File: config.mk
export PLATFORM = sky130hd
export DESIGN_NAME = kf8254_control_logic
export DESIGN_NICKNAME = d
export VERILOG_FILES = /design/src/rtl/kf8254_pkg.sv /design/src/rtl/kf8254_strobe_sync.sv /design/src/rtl/kf8254_control_logic.sv
export SDC_FILE = /design/constraint.sdc
export NUM_CORES = 1
export LEC_CHECK = 0
export ABC_AREA = 1
export ABC_CLOCK_PERIOD_IN_PS = 1050
export CORE_MARGIN = 2
export CORE_UTILIZATION = 44
export CTS_BUF_LIST = sky130_fd_sc_hd__clkbuf_8
export CTS_CLUSTER_DIAMETER = 80
export DETAILED_ROUTE_END_ITERATION = 16
export PLACE_DENSITY = 0.89
export SYNTH_ARGS = -nofsm -noshare
export SYNTH_HDL_FRONTEND = slang
export SYNTH_SLANG_ARGS = --single-unit
File: constraint.sdc
create_clock -name clock -period 1.05 [get_ports clock]
set_input_delay 0.1575 -clock clock [delete_from_list [all_inputs] [get_ports clock]]
set_output_delay 0.1575 -clock clock [all_outputs]
set_load 0.03 [all_outputs]
File: src/rtl/kf8254_pkg.sv
// Shared field positions and encodings for the 8254 control/mode word.
package kf8254_pkg;
  localparam int SC_MSB = 7;
  localparam int SC_LSB = 6;
  localparam int RW_MSB = 5;
  localparam int RW_LSB = 4;

  localparam logic [1:0] SC_READ_BACK = 2'b11;
  localparam logic [1:0] RW_LATCH     = 2'b00;

  // Read-back word: both flags are active low, counter selects start at bit 1.
  localparam int RB_COUNT_N_BIT  = 5;
  localparam int RB_STATUS_N_BIT = 4;
  localparam int RB_SEL_LSB      = 1;
endpackage

File: src/rtl/kf8254_strobe_sync.sv
// Optional synchroniser plus edge detect for one bus strobe; stays disarmed
// after reset until the strobe has been seen idle.
module kf8254_strobe_sync #(
  parameter int SYNC_STAGES = 0
) (
  input  logic clock,
  input  logic reset,
  input  logic strobe,
  output logic active,
  output logic rise,
  output logic fall
);
  logic armed, gated, prev;

  always_ff @(posedge clock or posedge reset) begin
    if (reset)        armed <= 1'b0;
    else if (!strobe) armed <= 1'b1;
  end

  // Gating before the delay line keeps an access in flight at reset release
  // from ever appearing as an edge downstream.
  assign gated = strobe & armed;

  generate
    if (SYNC_STAGES == 0) begin : g_nosync
      assign active = gated;
    end else begin : g_sync
      logic [SYNC_STAGES-1:0] shreg;
      if (SYNC_STAGES == 1) begin : g_one
        always_ff @(posedge clock or posedge reset) begin
          if (reset) shreg <= '0;
          else       shreg <= gated;
        end
      end else begin : g_multi
        always_ff @(posedge clock or posedge reset) begin
          if (reset) shreg <= '0;
          else       shreg <= {shreg[SYNC_STAGES-2:0], gated};
        end
      end
      assign active = shreg[SYNC_STAGES-1];
    end
  endgenerate

  always_ff @(posedge clock or posedge reset) begin
    if (reset) prev <= 1'b0;
    else       prev <= active;
  end

  assign rise = active & ~prev;
  assign fall = ~active & prev;
endmodule

File: src/rtl/kf8254_control_logic.sv
// Bus front end of the 8254: decodes reads/writes into per-counter strobes.
module kf8254_control_logic
  import kf8254_pkg::*;
#(
  parameter int NUM_COUNTERS = 3,
  parameter int ADDR_WIDTH   = 2,
  parameter int SYNC_STAGES  = 0
) (
  input  logic                    clock,
  input  logic                    reset,
  input  logic                    chip_select_n,
  input  logic                    read_enable_n,
  input  logic                    write_enable_n,
  input  logic [ADDR_WIDTH-1:0]   address,
  input  logic [7:0]              data_bus_in,
  output logic [7:0]              internal_data_bus,
  output logic [NUM_COUNTERS-1:0] write_control,
  output logic [NUM_COUNTERS-1:0] write_counter,
  output logic [NUM_COUNTERS-1:0] latch_count,
  output logic [NUM_COUNTERS-1:0] latch_status,
  output logic [NUM_COUNTERS-1:0] read_counter,
  output logic [NUM_COUNTERS-1:0] read_done,
  output logic                    illegal_access
);
  localparam logic [ADDR_WIDTH-1:0] CTRL_ADDR = ADDR_WIDTH'(NUM_COUNTERS);

  logic wr_s, wr_fall, unused_wr_rise;
  logic rd_s, rd_rise, rd_fall;
  logic clash, blocked;
  logic [ADDR_WIDTH-1:0] wr_addr, rd_addr;
  logic [1:0] sc, rw;
  logic [NUM_COUNTERS-1:0] wc_d, wn_d, lc_d, ls_d, rc_d, rd_d;
  logic ill_d;

  kf8254_strobe_sync #(.SYNC_STAGES(SYNC_STAGES)) u_wr_sync (
    .clock(clock), .reset(reset),
    .strobe(~chip_select_n & ~write_enable_n),
    .active(wr_s), .rise(unused_wr_rise), .fall(wr_fall)
  );

  kf8254_strobe_sync #(.SYNC_STAGES(SYNC_STAGES)) u_rd_sync (
    .clock(clock), .reset(reset),
    .strobe(~chip_select_n & ~read_enable_n),
    .active(rd_s), .rise(rd_rise), .fall(rd_fall)
  );

  assign sc = internal_data_bus[SC_MSB:SC_LSB];
  assign rw = internal_data_bus[RW_MSB:RW_LSB];
  // Once read and write overlap, both accesses are dead until the bus idles.
  assign blocked = clash | (rd_s & wr_s);

  always_comb begin
    wc_d  = '0;
    wn_d  = '0;
    lc_d  = '0;
    ls_d  = '0;
    rd_d  = '0;
    rc_d  = read_counter;
    ill_d = rd_s & wr_s & ~clash;

    if (wr_fall && !blocked) begin
      if (wr_addr < CTRL_ADDR) begin
        for (int i = 0; i < NUM_COUNTERS; i++) wn_d[i] = (int'(wr_addr) == i);
      end else if (wr_addr == CTRL_ADDR) begin
        if (sc == SC_READ_BACK) begin
          for (int i = 0; i < NUM_COUNTERS; i++) begin
            lc_d[i] = internal_data_bus[RB_SEL_LSB+i] & ~internal_data_bus[RB_COUNT_N_BIT];
            ls_d[i] = internal_data_bus[RB_SEL_LSB+i] & ~internal_data_bus[RB_STATUS_N_BIT];
          end
        end else if (int'(sc) < NUM_COUNTERS) begin
          for (int i = 0; i < NUM_COUNTERS; i++) begin
            if (int'(sc) == i) begin
              if (rw == RW_LATCH) lc_d[i] = 1'b1;
              else                wc_d[i] = 1'b1;
            end
          end
        end else begin
          ill_d = 1'b1;
        end
      end else begin
        ill_d = 1'b1;
      end
    end

    if (rd_fall && !blocked && (read_counter != '0))
      for (int i = 0; i < NUM_COUNTERS; i++) rd_d[i] = (int'(rd_addr) == i);
    if (rd_fall || blocked) rc_d = '0;

    if (rd_rise && !blocked) begin
      if (address < CTRL_ADDR)
        for (int i = 0; i < NUM_COUNTERS; i++) rc_d[i] = (int'(address) == i);
      else
        ill_d = 1'b1;
    end
  end

  always_ff @(posedge clock or posedge reset) begin
    if (reset) begin
      internal_data_bus <= '0;
      wr_addr           <= '0;
      rd_addr           <= '0;
      clash             <= 1'b0;
      write_control     <= '0;
      write_counter     <= '0;
      latch_count       <= '0;
      latch_status      <= '0;
      read_counter      <= '0;
      read_done         <= '0;
      illegal_access    <= 1'b0;
    end else begin
      if (wr_s) begin
        internal_data_bus <= data_bus_in;
        wr_addr           <= address;
      end
      if (rd_rise) rd_addr <= address;
      clash          <= (rd_s & wr_s) | (clash & (rd_s | wr_s));
      write_control  <= wc_d;
      write_counter  <= wn_d;
      latch_count    <= lc_d;
      latch_status   <= ls_d;
      read_counter   <= rc_d;
      read_done      <= rd_d;
      illegal_access <= ill_d;
    end
  end
endmodule

**Word level (Yosys, flattened, before mapping)**

Cells that the tools add are included.

- Input port bits: 15
- Logic and storage cells: 103
- Register bits after elaboration: 36

- Equality and inequality tests: 10
- Muxes and demuxes: 35
- Reductions and logical operators: 12
- Order comparisons: 3
- Bitwise logic cells: 28

Operator list:

| kind | count |
|---|---|
| $mux 3 | 20 |
| $eq 2x2->1 const B | 10 |
| $and 1x1->1 | 16 |
| $mux 1 | 15 |
| $logic_not 2->1 | 5 |
| $not 1->1 | 9 |
| $lt 2x2->1 const B | 3 |
| $logic_and 1x1->1 | 4 |
| $or 1x1->1 | 3 |
| $reduce_bool 3->1 | 1 |
| $logic_not 1->1 | 1 |
| $logic_or 1x1->1 | 1 |

**Depth between registers and ports, before layout**

Gate-level depths: netlist (run 1).

- Word-level depth: 12
- Depth in mapped cells: 8
- Depth with buffers taken out: 8

**Modules after synthesis**

A second synthesis (run 1) with hierarchy kept.

- Cell total of the unflattened synthesis: 154
- Area total of the unflattened synthesis: 1497.7 µm²

By module, submodules not included:

| module | sequential area each (µm²) | cells an instance | instances | area an instance (µm²) |
|---|---|---|---|---|
| kf8254_control_logic | 800.8 | 136 | 1 | 1332.5 |
| kf8254_strobe_sync | 50.0 | 9 | 2 | 82.6 |

**Worst setup path before layout (run 1)**

Ideal clock, no wire load.

- Path kind: register -> register
- From: register internal_data_bus[5]
- To: register latch_count[2]
- Library setup time: 119 ps
- Slack: -55 ps
- Arrival: 986 ps
- Path buffers: 0
- Cell stages (with the launch flop): 6
- Cells stage by stage: dfrtp_1 -> inv_1 -> nand2_1 -> nor3_1 -> a31oi_1 -> nor2_1

- Word-level cells in the longest chain between the ends: 8
- Elaborated cells on any way between the ends: 10
- Those cells by class: 7 x mux; 2 x bitwise; 1 x reduce/logical

Ends and longest elaborated chain:

| element | line | text |
|---|---|---|
| start, declared | kf8254_control_logic.sv:16 | `output logic [7:0] internal_data_bus,` |
| start signal, assigned | kf8254_control_logic.sv:112 | `internal_data_bus <= data_bus_in;` |
| $logic_not 2->1 | kf8254_control_logic.sv:73 | `if (rw == RW_LATCH) lc_d[i] = 1'b1;` |
| $mux 1 | kf8254_control_logic.sv:73 |  |
| $mux 1 | kf8254_control_logic.sv:72 | `if (int'(sc) == i) begin` |
| $mux 3 | kf8254_control_logic.sv:70 | `end else if (int'(sc) < NUM_COUNTERS) begin` |
| $mux 3 (*) | kf8254_control_logic.sv:65 | `if (sc == SC_READ_BACK) begin` |
| $mux 3 (*) | kf8254_control_logic.sv:64 | `end else if (wr_addr == CTRL_ADDR) begin` |
| $mux 3 (*) | kf8254_control_logic.sv:62 | `if (wr_addr < CTRL_ADDR) begin` |
| $mux 3 (*) | kf8254_control_logic.sv:61 | `if (wr_fall && !blocked) begin` |
| via lc_d[2] | kf8254_control_logic.sv:32 | `logic [NUM_COUNTERS-1:0] wc_d, wn_d, lc_d, ls_d, rc_d, rd_d;` |
| end signal, assigned | kf8254_control_logic.sv:119 | `latch_count <= lc_d;` |
| end, declared | kf8254_control_logic.sv:19 | `output logic [NUM_COUNTERS-1:0] latch_count,` |

Mark *: on every way through the listed nets, which the timed path passes. The rest lies on a longest branch.
A chain may end at the register's enable or synchronous reset.

**Final worst setup path (run 1)**

- From: register u_wr_sync.armed
- To: register latch_status[0]

- Word-level cells in the longest chain between the ends: 6
- Elaborated cells on any way between the ends: 8
- Those cells by class: 1 x mux; 5 x bitwise; 2 x reduce/logical

Ends and longest elaborated chain:

| element | line | text |
|---|---|---|
| start, declared | kf8254_strobe_sync.sv:13 | `logic armed, gated, prev;` |
| start signal, assigned | kf8254_strobe_sync.sv:16 | `if (reset) armed <= 1'b0;` |
| start signal, assigned | kf8254_strobe_sync.sv:17 | `else if (!strobe) armed <= 1'b1;` |
| $and 1x1->1 (*) | kf8254_strobe_sync.sv:22 | `assign gated = strobe & armed;` |
| $and 1x1->1 | kf8254_control_logic.sv:50 | `assign blocked = clash \| (rd_s & wr_s);` |
| $or 1x1->1 | kf8254_control_logic.sv:50 |  |
| $logic_not 1->1 | kf8254_control_logic.sv:61 |  |
| $logic_and 1x1->1 (*) | kf8254_control_logic.sv:61 |  |
| $mux 3 (*) | kf8254_control_logic.sv:61 |  |
| via ls_d[0] | kf8254_control_logic.sv:32 |  |
| end signal, assigned | kf8254_control_logic.sv:120 | `latch_status <= ls_d;` |
| end, declared | kf8254_control_logic.sv:20 | `output logic [NUM_COUNTERS-1:0] latch_status,` |

Marks and branches as above.

==> results_dict.tcl, run 1 <==
set metrics [dict create \
    avgSynthCellArea_sq_um 9.76 \
    worstPathMaxFanout 6 \
    globalRouteTotalUtil_pct 17.5 \
    numPortBuffers 41 \
    hold_slack_ns 0.226 \
    place_ws_ns -0.426 \
    p_leak_nw 1.07 \
    synth_warnings 0 \
    crit_required_ns 1.25 \
    synth-seq-area-share_pct 62.0 \
    arrival_ns 1.28 \
    fmax_mhz 923 \
    clkSinkCount 36 \
    syn_inst 149 \
    n_antenna_cell 0 \
    violations "negative setup slack" \
    slew_violations 0 \
    row_count 20 \
    end_kind "flop" \
    period_needed_ns 1.08 \
    dp_hpwl_um 2010 \
    io_pins 42 \
    regArea_sq_um 905 \
    antenna_found_initial 0 \
    tightest_slew_ns 0.217 \
    finish.utilization_pct 70.4 \
    final_layout_size_suffix_gt1_share_pct 41.7 \
    max-vdd-ir-drop_uv 793 \
    overflow 0 \
    clkLatencyLatePin_ns 0.28 \
    drc_errors 0 \
    synth_nets 164 \
    core_sq_um 3100 \
    synth_area_leaders "dfrtp_1 62%, nand2_1 8.5%, inv_1 4.6%, o21ai_0 3.4%, nor2_1 3.1%" \
    fin_ws_ns -0.0339 \
    hold_path.class "input pin to asynchronous set/reset pin" \
    vias 1227 \
    numCtsBuffers 5 \
    yosysTopAreaCell "dfrtp_1" \
    wire_per_inst_um 13.0 \
    cp-start-kind "flop" \
    path_buf_inv 1 \
    grt_setup_unrepaired "true" \
    status "finished with violations" \
    clkTransAtPathRegs_ns 0.07 \
    gp_routability_congestion 0.789 \
    vias_per_cell 4.81 \
    htreeDepth 2 \
    yosys_register_bits 36 \
    crit_type "flop to flop" \
    cts_tree "yes" \
    initial_utilization_pct 46.9 \
    skew_ns 0.00264 \
    finalCritPeriodShare_pct 103 \
    grt_pass1_wl_um 4620 \
    slowest_delay_ns 0.40 \
    nFillCells 232 \
    first_global_vias 1055 \
    drv_cap 0 \
    drtPass1Iterations 5 \
    hold_viol 0 \
    die_x_um 61.5 \
    slowest_stage "dfrtp_1" \
    synthToLayoutAreaGrowth_pct 50.2 \
    powerDensity_nw_per_um2 1500 \
    wl_um 3310 \
    slew_headroom_pct 85.4 \
    crit_path_cell_trace "nand2_4 -> nand3_4 -> nor2_4 -> inv_4 -> nor3b_2" \
    clockRootBuffer "clkbuf_8" \
    grt_max_degree 37 \
    ys_types 21 \
    clk_path_buf_depth 2 \
    multi_input_comb_area_sq_um 576 \
    yosysTopAreaCellShare_pct 62.0 \
    die_y_um 61.5 \
    setup-violations-final 6 \
    synth_area_sq_um 1450 \
    drt-initial-drc-count 36 \
    layout.nets 226 \
    cp_top_family "simple AND/OR/NAND/NOR gates" \
    die_area_sq_um 3780 \
    antenna_left 0 \
]
-- cells by family (layout without fill, tap and decap cells) --
family,Yosys count,after routing,share of synthesized area [%]
buf+inv,22,84,6.28
compound gates,18,18,6.54
flops,36,36,62.0
simple gates,73,73,25.2
-- cell usage in the layout, fill, tap and decap left out, types with 5 or more instances in the layout --
master / count
buf_4: 37
dfrtp_1: 33
nand2_1: 28
inv_1: 15
clkdlybuf4s50_1: 11
o21ai_0: 9
nor2_1: 8
nor2_4: 7
nor3_2: 7
nand2_4: 5
clkbuf_8: 5
buf_6: 5
-- worst paths after layout --
kind / start / slack (ns) / depth (start not counted) / end
setup reg to reg: u_wr_sync.armed$_DFFE_PP0P_ / -0.03 / 5 / latch_status[0]$_DFF_PP0_
hold reg to reg: rd_addr[1]$_DFFE_PP0N_ / 0.49 / 1 / read_done[0]$_DFF_PP0_
min in group clock: write_enable_n / 0.23 / 3 / u_wr_sync.armed$_DFFE_PP0P_
setup / recovery: u_wr_sync.armed$_DFFE_PP0P_ / -0.03 / 5 / latch_status[0]$_DFF_PP0_
hold / removal: reset / 0.23 / 3 / illegal_access$_DFF_PP0_
max in group asynchronous: reset / 0.64 / 3 / internal_data_bus[7]$_DFFE_PP0P_
-- worst register-to-register path: cells and delay by family, from the launching register on --
| kind | cells | cell delay [ns] |
|---|---|---|
| buffers and inverters | 1 | 0.07 |
| flip-flops | 1 | 0.40 |
| AND/OR/NAND/NOR | 4 | 0.54 |
-- cell usage after synthesis, drive strengths merged --
master   n
a21oi    4
a31oi    3
buf      2
dfrtp   36
inv     20
nand2   36
nand3    4
nand4    4
nor2    19
nor3     9
nor3b    1
o21ai   10
o22ai    1
-- cell type report --
class / count / area share, %
Clock buffer: 5 / 3.15
Clock inverter: 2 / 0.401
Inverter: 20 / 3.67
Multi-Input combinational cell: 91 / 26.4
Sequential cell: 36 / 41.4
Tap cell: 44 / 2.52
Timing Repair Buffer: 57 / 22.5
-- state kept, by name, indices dropped and copies added (netlist names) --
| register | cells |
|---|---|
| clash | 1 |
| illegal_access | 1 |
| internal_data_bus | 8 |
| latch_count | 3 |
| latch_status | 3 |
| rd_addr | 2 |
| read_counter | 3 |
| read_done | 3 |
| u_rd_sync.armed | 1 |
| u_rd_sync.prev | 1 |
| u_wr_sync.armed | 1 |
| u_wr_sync.prev | 1 |
| wr_addr | 2 |
| write_control | 3 |
| write_counter | 3 |
-- per-layer routing --
layer / track usage, % / wire [um] / vias to the layer above
met1: 19.7 / 1390 / 572
met2: 29.9 / 1680 / 46
met5: 0 / 0 / -
met4: 6.99 / 62 / 0
li1: - / - / 600
met3: 6.51 / 175 / 9
-- what timing repair did --
action | 4_1_cts | 5_1_grt
pin swaps | 9 | 13
gates resized for setup | 16 | 26
setup buffers | 4 | 3
endpoints found under the setup margin | 30 | 20
hold buffers | 0 | 0
-- power by group --
| group | internal [W] | leakage, nW | switching [W] | total (W) |
|---|---|---|---|---|
| logic | 0.000317 | 0.560 | 0.000471 | 0.000789 |
| registers | 0.00150 | 0.465 | 0.0000963 | 0.00159 |
| clock network | 0.000441 | 0.0452 | 0.000448 | 0.000888 |
| total | 0.00225 | 1.07 | 0.00102 | 0.00327 |
-- metrics by stage --
stage | cells | total power [W] | setup TNS, ns | area, sq um
after detailed placement | 241 | 0.00226 | -11.25 | 1920
after CTS | 252 | 0.00319 | 0 | 2080
after floorplan | 149 | 0.00198 | 0 | 1460
after global routing | 255 | 0.00342 | -0.863 | 2180
after global placement | 241 | 0.00225 | -10.02 | 1920
final | 255 | 0.00327 | -0.0877 | 2180
(Power assumes the default switching activity.)
==> run 2: changes to the inputs <==
Settings changed: ABC_CLOCK_PERIOD_IN_PS 1050 to 1400, CORE_UTILIZATION 44 to 52, PLACE_DENSITY 0.89 to 0.95.
Clock period 1.05 ns to 1.4 ns, I/O delays scaled along.
==> run 2 against run 1 <==
  * The run now ends clean
  * First-iteration DRC count increased by 69%
  * Final cell count decreased by 8.2%
  * Core utilization increased by 6.6 points
  * Global-route usage increased by 7.5 points
  * Via count increased by 2.6%
  * Worst setup slack improved by 0.10 ns
  * Power decreased by 9.7%
  * Cell area decreased by 4.4%
  * Highest routed layer unchanged
==> results_dict.tcl, run 2 (same netlist as run 1, synthesis figures left out) <==
set metrics [dict create \
    clockRootBuffer "clkbuf_8" \
    overflow 0 \
    r2r-start "clash$_DFF_PP0_" \
    setup-violations-final 0 \
    period_needed_ns 1.33 \
    max-vdd-ir-drop_uv 1200 \
    final_layout_size_suffix_gt1_share_pct 15.8 \
    vias_per_cell 5.38 \
    cts_tree "yes" \
    core_sq_um 2710 \
    crit_required_ns 1.19 \
    crit_type "flop to primary output" \
    die_area_sq_um 3230 \
    p_leak_nw 1.10 \
    final_common_cell "dfrtp_1" \
    initial_utilization_pct 53.6 \
    tightest_slew_ns 0.323 \
    die_x_um 56.9 \
    wire_per_inst_um 15.4 \
    slowest_delay_ns 0.43 \
    dp_hpwl_um 2420 \
    status "complete, no violations" \
    worst_hold_path.num_cells 3 \
    largest_register "internal_data_bus" \
    synthToLayoutAreaGrowth_pct 43.5 \
    slew_violations 0 \
    n_antenna_cell 0 \
    cp_top_family "buffers and inverters" \
    worstPathMaxFanout 3 \
    drtPass1Iterations 5 \
    antenna_left 0 \
    numCtsBuffers 5 \
    clk_path_buf_depth 2 \
    io_pins 42 \
    clkSinkCount 36 \
    stdcell_count 234 \
    mostFrequentLayoutCells "36 x dfrtp_1, 33 x nand2_1, 27 x dlygate4sd2_1, 18 x inv_1, 13 x clkdlybuf4s50_1" \
    crit_path_cell_trace "dlygate4sd2_1" \
    r2r_slack_ns 0.17 \
    skew_ns 0.00273 \
    finish.utilization_pct 77.0 \
    numPortBuffers 41 \
    dp.cells 226 \
    grt_pass1_wl_um 5930 \
    arrival_ns 1.12 \
    powerDensity_nw_per_um2 1410 \
    wl_um 3610 \
    htreeDepth 2 \
    postCtsHoldBufs 0 \
    row_count 19 \
    slowest_stage "dlygate4sd2_1" \
    finalCritPeriodShare_pct 95.2 \
    min_from "chip_select_n" \
    first_global_vias 1229 \
    cp-start-kind "flop" \
    hold_viol 0 \
    hold_path.class "input pin to flop" \
    globalRouteTotalUtil_pct 25.0 \
    path_buf_inv 1 \
    end_kind "primary output" \
    hold_end "u_rd_sync.armed$_DFFE_PP0P_" \
    drt-initial-drc-count 61 \
    hold_slack_ns 0.230 \
    slew_headroom_pct 78.5 \
    grt_max_degree 37 \
    power_w 0.00295 \
    die_y_um 56.9 \
    clkTransAtPathRegs_ns 0.07 \
    gp_routability_congestion 0.854 \
    drc_errors 0 \
    vias 1259 \
    grt_setup_unrepaired "false" \
    ff2ff_path_depth 5 \
    clkLatencyLatePin_ns 0.29 \
    antenna_found_initial 0 \
    largest_register_ffs 8 \
    layout.nets 217 \
    fmax_mhz 750 \
    rr_endpoint "latch_status[2]$_DFF_PP0_" \
    postCtsSetupBuffers 0 \
    drv_cap 0 \
]
-- run 2: area by class of cell --
type	count	area (sq um)
Sequential cell	36	901
Inverter	20	75.1
Multi-Input combinational cell	91	469
Clock inverter	3	90.1
Tap cell	31	38.8
Clock buffer	5	68.8
Fill cell	174	623
Timing Repair Buffer	48	444
-- run 2: worst max path at each step --
stage                                      to  slack, ns  cells past startpoint                        startpoint
floorplan            latch_count[2]$_DFF_PP0_       0.29                      5  internal_data_bus[5]$_DFFE_PP0P_
global placement    read_counter[0]$_DFF_PP0_       -0.1                      9                     chip_select_n
detailed placement  read_counter[0]$_DFF_PP0_      -0.23                      9                     chip_select_n
CTS                 read_counter[0]$_DFF_PP0_       0.07                      9                     chip_select_n
global route        read_counter[0]$_DFF_PP0_       0.02                      8                     read_enable_n
finish                   internal_data_bus[2]       0.07                      1  internal_data_bus[2]$_DFFE_PP0P_
-- run 2: stage by stage --
stage / setup TNS [ns] / cell area [sq um] / setup slack (ns)
finish: 0 / 2090 / 0.0668
global route: 0 / 2090 / 0.0230
CTS: 0 / 2080 / 0.0652
detailed placement: -3.29 / 1950 / -0.231
global placement: -1.07 / 1950 / -0.0955
floorplan: 0 / 1450 / 0.295
-- run 2: worst register-to-register path, cell delays in order (launching register included) --
cell and delay (ns):
dfrtp_1 0.40, inv_1 0.23, nand3_4 0.12, nor2_4 0.12, inv_2 0.08, nor3_1 0.18
-- run 2: power breakdown --
group / total [W] / internal (W) / switching, W
registers: 0.00117 / 0.00112 / 0.0000561
clock network: 0.00126 / 0.000891 / 0.000374
logic: 0.000512 / 0.000176 / 0.000335
total: 0.00295 / 0.00219 / 0.000765
-- run 2: metal layers --
| metal | wire, um | global-route usage (%) | vias to the layer above |
|---|---|---|---|
| li1 | - | - | 581 |
| met1 | 1370 | 28.5 | 603 |
| met2 | 1950 | 45.2 | 65 |
| met3 | 228 | 7.37 | 10 |
| met4 | 72 | 6.98 | 0 |
| met5 | 0 | 0 | - |
-- run 2: what timing repair did --
item                                    in CTS  in global routing
endpoints found under the setup margin      27                  3
pin swaps                                    0                  0
cloned                                       0                  0
resized for setup                           27                  3
==> run 3: changes to the inputs <==
Settings changed: CORE_UTILIZATION 52 to 51, CTS_CLUSTER_DIAMETER 80 to not set.
==> run 3 against run 2 <==
  * Register-to-register slack about the same
  * Sequential cell count unchanged
  * First-iteration DRC count down 41%
  * Maximum frequency up 3.2%
  * Core utilization down 3.6 points
  * Clock skew up 0.00073 ns
  * Critical endpoint is now read_counter[0]$_DFF_PP0_
  * Cell area down 3.8%
  * Via count down 6.0%
  * Sequential power about the same
  * Worst hold slack better by 0.049 ns
  * Clock power down 48%
  * Sequential share of layout area up 1.7 points
==> results_dict.tcl, run 3 (same netlist as run 1, synthesis figures left out) <==
set metrics [dict create \
    wire_per_inst_um 13.4 \
    power_w 0.00233 \
    clockRootBuffer "clkbuf_8" \
    slew_headroom_pct 79.5 \
    n_antenna_cell 0 \
    drc_errors 0 \
    die_x_um 57.4 \
    die_y_um 57.4 \
    drv_cap 0 \
    crit_path_cell_trace "clkdlybuf4s50_1 -> nor2_2 -> nand2_2 -> inv_2 -> nand2_2 -> nand3_2 -> nor2_2 -> nand2_1 -> nand2_1" \
    finalCritPeriodShare_pct 92.2 \
    largest_register "internal_data_bus" \
    final_common_cell "dfrtp_1" \
    cp_top_family "simple AND/OR/NAND/NOR gates" \
    slowest_stage "clkdlybuf4s50_1" \
    max-vdd-ir-drop_uv 1040 \
    numCtsBuffers 5 \
    final_layout_size_suffix_gt1_share_pct 15.3 \
    nFillCells 196 \
    clkLatencyLatePin_ns 0.28 \
    overflow 0 \
    cts_tree "yes" \
    core_sq_um 2730 \
    grt_setup_unrepaired "false" \
    gp_routability_congestion 0.901 \
    vias_per_cell 5.06 \
    initial_utilization_pct 53.2 \
    die_area_sq_um 3290 \
    synthToLayoutAreaGrowth_pct 38.1 \
    first_global_vias 1143 \
    io_pins 42 \
    tightest_slew_ns 0.308 \
    largest_register_ffs 8 \
    mostFrequentLayoutCells "36 x dfrtp_1, 33 x nand2_1, 27 x dlygate4sd2_1, 19 x inv_1, 14 x clkdlybuf4s50_1" \
    clk_path_buf_depth 2 \
    end_kind "flop" \
    hold_viol 0 \
    htreeDepth 2 \
    globalRouteTotalUtil_pct 21.3 \
    postCtsSetupBuffers 0 \
    wl_um 3130 \
    hold_path.class "input pin to asynchronous set/reset pin" \
    critical_path_depth 9 \
    grt_pass1_wl_um 5140 \
    clkTransAtPathRegs_ns 0.07 \
    fmax_mhz 774 \
    numPortBuffers 41 \
    slowest_delay_ns 0.52 \
    grt_max_degree 37 \
    ff2ff_path_depth 5 \
    drtPass1Iterations 4 \
    crit_required_ns 1.62 \
    dp.cells 227 \
    path_buf_inv 2 \
    powerDensity_nw_per_um2 1160 \
    skew_ns 0.00346 \
    dp_hpwl_um 2370 \
    antenna_left 0 \
    p_leak_nw 1.06 \
    vias 1183 \
    slew_violations 0 \
    drt-initial-drc-count 36 \
    stdcell_count 234 \
    cp-start-kind "input pin" \
    postCtsResizedCells 27 \
    period_needed_ns 1.29 \
    fin_tns_setup_ns 0 \
    status "complete, no violations" \
    antenna_found_initial 0 \
    clkSinkCount 36 \
    arrival_ns 1.51 \
    worstPathMaxFanout 7 \
    layout.nets 218 \
    setup-violations-final 0 \
    crit_type "input pin to flop" \
    row_count 19 \
    postCtsHoldBufs 0 \
]
-- run 3: area by class of cell --
type	count	area (sq um)	share of cell area [%]
Sequential cell	36	901	44.9
Multi-Input combinational cell	91	467	23.2
Clock inverter	2	8.76	0.436
Timing Repair Buffer	49	449	22.4
Inverter	20	75.1	3.74
Clock buffer	5	68.8	3.43
Tap cell	31	38.8	1.93
-- run 3: routing by layer --
layer | wire length, um | global-route usage, % | vias to the layer above | share of wire (%)
met4 | 63 | 10.6 | 0 | 2.0
met1 | 1240 | 24.8 | 555 | 40
met3 | 147 | 4.99 | 7 | 4.7
met5 | 0 | 0 | - | 0
met2 | 1680 | 36.5 | 41 | 54
li1 | - | - | 580 | -
-- run 3: worst register-to-register path, stage by stage (launching register included) --
cell and delay [ns]:
dfrtp_1 0.40, inv_1 0.23, nand3_4 0.13, nor2_4 0.13, inv_2 0.08, nor3_1 0.18
-- run 3: path summary, 6_finish.rpt --
check	from	to	slack, ns
setup / recovery	chip_select_n	read_counter[0]$_DFF_PP0_	0.11
setup reg to reg	clash$_DFF_PP0_	latch_status[2]$_DFF_PP0_	0.17
hold / removal	reset	read_done[0]$_DFF_PP0_	0.28
max in group asynchronous	reset	read_counter[1]$_DFF_PP0_	0.94
hold reg to reg	rd_addr[0]$_DFFE_PP0N_	read_done[2]$_DFF_PP0_	0.46
min in group clock	rd_addr[0]$_DFFE_PP0N_	read_done[2]$_DFF_PP0_	0.46
-- run 3: where the power goes --
part	leakage, nW	switching, W	internal, W
Combinational	0.542	0.000320	0.000178
Sequential	0.469	0.0000541	0.00112
Clock	0.0452	0.000326	0.000330
Total	1.06	0.000701	0.00163
-- run 3: metrics by stage --
step / util (%) / instance area (sq um) / worst slack [ns] / hold WS (ns)
detailed placement: 71.7 / 1960 / -0.167 / 0.451
finish: 73.5 / 2010 / 0.109 / 0.278
floorplan: - / 1450 / 0.295 / 0.307
global placement: 71.7 / 1960 / -0.0690 / 0.445
global route: 73.5 / 2010 / 0.00814 / 0.309
CTS: 73.3 / 2000 / 0.115 / 0.283
